File: src/rtl/debounce_multi.sv
// Purpose : multi-channel button/switch debouncer with per-channel level and edge pulses.
// Latency : STABLE_CYCLES+2 clk edges from a stable src change to dst/rise/fall.
// Backpressure: none; free-running filter, outputs are plain registered levels/pulses.
//
// Ports:
//   clk    system clock, all state on rising edge
//   rst_n  asynchronous active-low reset (release is synchronous to clk upstream)
//   src    raw asynchronous inputs, bit i = channel i
//   dst    debounced level per channel
//   rise   one-cycle pulse on the first cycle dst[i] reads 1
//   fall   one-cycle pulse on the first cycle dst[i] reads 0
module debounce_multi #(
  parameter int CHANNELS      = 4,
  parameter int STABLE_CYCLES = 50000,
  parameter int CNT_WIDTH     = 16
) (
  input  logic                clk,
  input  logic                rst_n,
  input  logic [CHANNELS-1:0] src,
  output logic [CHANNELS-1:0] dst,
  output logic [CHANNELS-1:0] rise,
  output logic [CHANNELS-1:0] fall
);

  // Count value at which a disagreeing input has been stable long enough.
  localparam logic [CNT_WIDTH-1:0] CNT_TERM = CNT_WIDTH'(STABLE_CYCLES - 1);

  logic [CHANNELS-1:0]  s1_q, s2_q;
  logic [CHANNELS-1:0]  dst_q, dst_d;
  logic [CHANNELS-1:0]  rise_q, rise_d;
  logic [CHANNELS-1:0]  fall_q, fall_d;
  logic [CNT_WIDTH-1:0] cnt_q [CHANNELS];
  logic [CNT_WIDTH-1:0] cnt_d [CHANNELS];

  // Per-channel filter: any agreement between s2 and dst clears the count,
  // so a bounce restarts qualification with no partial credit.
  always_comb begin
    dst_d  = dst_q;
    rise_d = '0;
    fall_d = '0;
    for (int i = 0; i < CHANNELS; i++) begin
      cnt_d[i] = cnt_q[i];
      if (s2_q[i] == dst_q[i]) begin
        cnt_d[i] = '0;
      end else if (cnt_q[i] == CNT_TERM) begin
        dst_d[i]  = s2_q[i];
        cnt_d[i]  = '0;
        rise_d[i] = s2_q[i];
        fall_d[i] = ~s2_q[i];
      end else begin
        cnt_d[i] = cnt_q[i] + CNT_WIDTH'(1);
      end
    end
  end

  always_ff @(posedge clk or negedge rst_n) begin
    if (!rst_n) begin
      s1_q   <= '0;
      s2_q   <= '0;
      dst_q  <= '0;
      rise_q <= '0;
      fall_q <= '0;
      for (int i = 0; i < CHANNELS; i++) begin
        cnt_q[i] <= '0;
      end
    end else begin
      // Two-flop synchroniser; only s2 feeds the filter.
      s1_q   <= src;
      s2_q   <= s1_q;
      dst_q  <= dst_d;
      rise_q <= rise_d;
      fall_q <= fall_d;
      for (int i = 0; i < CHANNELS; i++) begin
        cnt_q[i] <= cnt_d[i];
      end
    end
  end

  assign dst  = dst_q;
  assign rise = rise_q;
  assign fall = fall_q;

endmodule

File: config.mk
export PLATFORM = sky130hd
export DESIGN_NAME = debounce_multi
export DESIGN_NICKNAME = d
export VERILOG_FILES = /design/src/rtl/debounce_multi.sv
export SDC_FILE = /design/constraint.sdc
export NUM_CORES = 1
export LEC_CHECK = 0
export CAP_MARGIN = 20
export CORE_MARGIN = 3
export CORE_UTILIZATION = 41
export CTS_CLUSTER_SIZE = 40
export DETAILED_ROUTE_END_ITERATION = 10
export PLACE_DENSITY = 0.6
export RECOVER_POWER = 25
export SYNTH_ARGS = -nofsm -noshare
export SYNTH_HDL_FRONTEND = slang
export SYNTH_SLANG_ARGS = --single-unit
File: constraint.sdc
create_clock -name clk -period 4.11 [get_ports clk]
set_clock_uncertainty 0.2 [all_clocks]
set_input_delay 0.822 -clock clk [delete_from_list [all_inputs] [get_ports clk]]
set_output_delay 0.822 -clock clk [all_outputs]
set_load 0.01 [all_outputs]
== Yosys cells after proc, flatten, opt, wreduce, memory -nomap -nowiden ==
Index checks and enable logic that the tools add are counted.
Word-level totals
  input port bits: 6
  output and inout port bits: 12
  word-level logic and storage cells: 60
  bits in registers: 84
Cells by class
  eq/ne operators: 8
  bitwise operators: 8
  muxes and demuxes: 24
  reductions and logical operators: 4
  add/subtract/negate cells: 4
Operators by type and width (number)
  2-to-1 mux 16 bit: 8
  adder 16 x 1 -> 16 bit (second input constant): 4
  == test 16 bit (second input constant): 4
  2-to-1 mux 1 bit: 16
  inverter 1 bit: 8
  AND reduction 2 bit: 4
  == test 1 bit: 4

== Longest topological paths before layout ==
  word-level depth: 3
  mapped depth: 6
  mapped depth without buffers: 5

== Worst setup path after synthesis ==
No wires, ideal clock.
  kind: reg2reg
  from: register cnt_q[28] (netlist name)
  to: register dst_q[2], in the netlist dst[2]
  buffers on the path: 0
  period minus slack after synthesis: 1935 ps
  data required time: 3785 ps
  setup slack: 2175 ps
  library setup time: 125 ps
  cell stages (with the launch flop): 5
  data arrival time: 1610 ps
  cell sequence: dfrtp_1 > nor4_1 > nand3b_1 > or4_4 > mux2_4
On the way
  cells in the longest elaborated chain, start to end: 2
Ends and longest elaborated chain
  from (decl): line 32  | logic [CNT_WIDTH-1:0] cnt_q [CHANNELS];
  from (signal, indexed assignment): line 74  | cnt_q[i] <= cnt_d[i];
  == test 16 bit: line 45  | end else if (cnt_q[i] == CNT_TERM) begin
  AND reduction 2 bit (no source line)
  to (signal assigned): line 70  | dst_q <= dst_d;
  to (decl): line 29  | logic [CHANNELS-1:0] dst_q, dst_d;
Every way passes these cells.
A chain may end at the register's enable or synchronous reset.

== Final worst setup path ==
  from: register dst_q[1], in the netlist dst[1]
  to: output dst[1]
RTL lines
  to (decl): line 20  | output logic [CHANNELS-1:0] dst,
No word-level cell between the ends.

==> flow_summary.ini <==
[timing]
fmax_ghz = 0.420
setup_viol = 0
finalSetupTns_ps = 0
worstMarginPinSlew_ps = 1590
period_share_pct = 58.0
hold_ws_ps = 154
final_max_slew_viol_count = 66
hold_viol = 0
rsz0062_at_grt = no
slew_headroom_pct = -6.21
period_minus_slack_ps = 2380

[clock_tree]
cts_resized = 0
clockBufferDepth = 2
cts_root_buf = clkbuf_8
clk_pin_slew_ps = 80
ctsHtreeMaxLevel = 3
numCtsBuffers = 9
cts_tree = yes
hold_buffers = 0
cts.sinks = 84
post_cts_buffers = 0
insertion_delay_ps = 350

[power]
cellPowerDensity_nw_per_um2 = 345
vdd_ir_drop_max_v = 0.000162
leakage_nw = 1.71
finalPower_w = 0.00146

[placed_design]
gp_congestion = 0.763
place.port_buffers = 17
dp_hpwl_um = 4380

[setup_path]
slowest_delay_ps = 600
path_buf_inv = 1
endpoint_kind = output port
reg2reg_setup_slack_ps = 1910
cp_slowest_cell = clkdlybuf4s50_1
crit_end = dst[1]
worstPathArrival_ps = 1360
path_class = reg -> out
crit_path_start = dst[1]
cp.required_ps = 3090
startpoint_type = flop
r2r_start = cnt_q[28]
crit_fanout = 5
rr_endpoint = cnt_q[28]
path_cells = clkdlybuf4s50_1
cpLargestDelayFamily = buffers and inverters
worst-path-stages = 1
r2r_cells = 5

[global_route]
grtUsageTotal_pct = 14.6
grt_pass1_vias = 2556
antenna_found_initial = 0
grt_pass1_wl_um = 12000
gr-total-overflow = 0
grt_max_degree = 66

[routing]
via_per_inst = 5.18
drt_wl_total_um = 6610
avgRoutedWirePerCell_um = 13.5
drt_first_pass_iters = 4
drc = 0
route.antenna.remaining_nets = 0
drt_iter0_markers = 96
via_count = 2537

[die]
core_area_um2 = 8810
num_rows = 34
pin_count = 18
die_w_um = 102
die_h_um = 102
start_util_pct = 42.8
die-area_um2 = 10400

[synthesis]
syn-num-nets = 364
synth_top_cells_by_area = dfrtp_1, xnor2_1, nor2_1, xor2_1, nand3_1
ys_types = 30
synth_top_area_cell = dfrtp_1
yosysWarnings = 0
ys_seq_area_share_pct = 55.8
netlist.area_leader.share_pct = 55.8
ys_ff_latch = 84
syn_inst = 354
syn_avg_cell_area_um2 = 10.6
syn_area_um2 = 3770

[worst_hold_path]
hold_class = reg -> reg

[run_status]
outcome = finished, violations left
violations = capacitance limit, slew limit

[cells_and_area]
fin_util_pct = 48.2
finalNetCount = 388
area_growth_pct = 12.5
diodes = 0
drive_gt1_share_pct = 6.28
fillers = 813

[run]
cap_violations = 1
[sequential cells by signal, indices dropped and copies added, names as in the netlist]
| signal | cells |
|---|---|
| cnt_q | 64 |
| dst | 4 |
| fall | 4 |
| rise | 4 |
| s1_q | 4 |
| s2_q | 4 |
[cells in the mapped netlist (all sizes together)]
cell type and n:
and2 1, nand3b 1, or2 1, and4 3, nor4 13, nor3 11
clkbuf 4, or4 3, nor2 65, o41ai 1, inv 7, xor2 19
dfrtp 84, nand2 20, and3 9, nand3 24, nor3b 9, buf 2
nor4bb 6, o31ai 2, mux2 4, nand4b 1, nor4b 3, nand4 16
xnor2 38, ha 4, a21oi 3
[how the worst min path moves through the flow]
stage,startpoint,end,cells past startpoint
floorplan,s1_q[0],s2_q[0],0
global placement,s1_q[1],s2_q[1],0
detailed placement,s1_q[3],s2_q[3],0
CTS,s1_q[3],s2_q[3],0
global route,s1_q[3],s2_q[3],0
finish,s1_q[3],s2_q[3],0
[power breakdown]
part           switching [W]  internal [W]   total, W
logic              0.0000321     0.0000149  0.0000470
clock network       0.000286      0.000278   0.000564
registers          0.0000129      0.000839   0.000852
[metal layers]
layer  up-vias  track usage (%)  part of all wire, %
met5         -                0                    0
met4         0             6.36                  1.8
met3        11             3.69                  3.2
met2        24             21.7                   43
met1      1231             20.4                   52
li1       1271                -                    -
[stage by stage]
stage,setup slack (ps),area (um^2),instances
after CTS,1700,4250,490
final,1730,4240,490
after floorplan,2180,3770,354
after global placement,1940,4060,475
after global routing,1630,4240,490
after detailed placement,1900,4060,475
[layout make-up]
| class | instances | area [um^2] | share of cell area, % |
|---|---|---|---|
| Clock buffer | 11 | 131 | 3.10 |
| Clock inverter | 4 | 51.3 | 1.21 |
| Inverter | 7 | 26.3 | 0.619 |
| Multi-Input combinational cell | 257 | 1620 | 38.1 |
| Sequential cell | 84 | 2100 | 49.5 |
| Tap cell | 108 | 135 | 3.18 |
| Timing Repair Buffer | 19 | 180 | 4.25 |
[placed cells by master, fill, tap and decap left out]
cell,count
or2_2,1
clkinv_4,1
mux2_4,1
xnor2_1,38
dfrtp_1,84
nor4_1,13
clkbuf_1,2
clkinv_2,1
clkdlybuf4s50_1,12
nor3b_1,9
clkbuf_8,9
nor2_1,65
nand4b_1,1
or4_4,1
or4_1,2
inv_1,7
bufinv_16,1
nand4_1,16
a21oi_1,3
dlygate4sd3_1,4
mux2_2,3
o41ai_2,1
nand3b_1,1
and3_1,9
nand3_1,23
nand2_1,20
and4_1,3
nor3_1,11
buf_4,2
clkbuf_2,1
nor4bb_1,6
ha_1,4
o31ai_1,2
and2_1,1
clkinvlp_4,1
nor4b_1,3
xor2_1,19
nand3_2,1
[logic make-up after synthesis]
| family | after synthesis | synth area share (%) |
|---|---|---|
| adder cells (fa/ha/maj) | 4 | 1.33 |
| XOR/XNOR | 57 | 13.2 |
| buffers and inverters | 13 | 1.36 |
| AO/OA/AOI/OAI | 6 | 1.23 |
| multiplexers | 4 | 1.29 |
| flip-flops | 84 | 55.8 |
| AND/OR/NAND/NOR | 186 | 25.8 |
(Power assumes the default switching activity.)
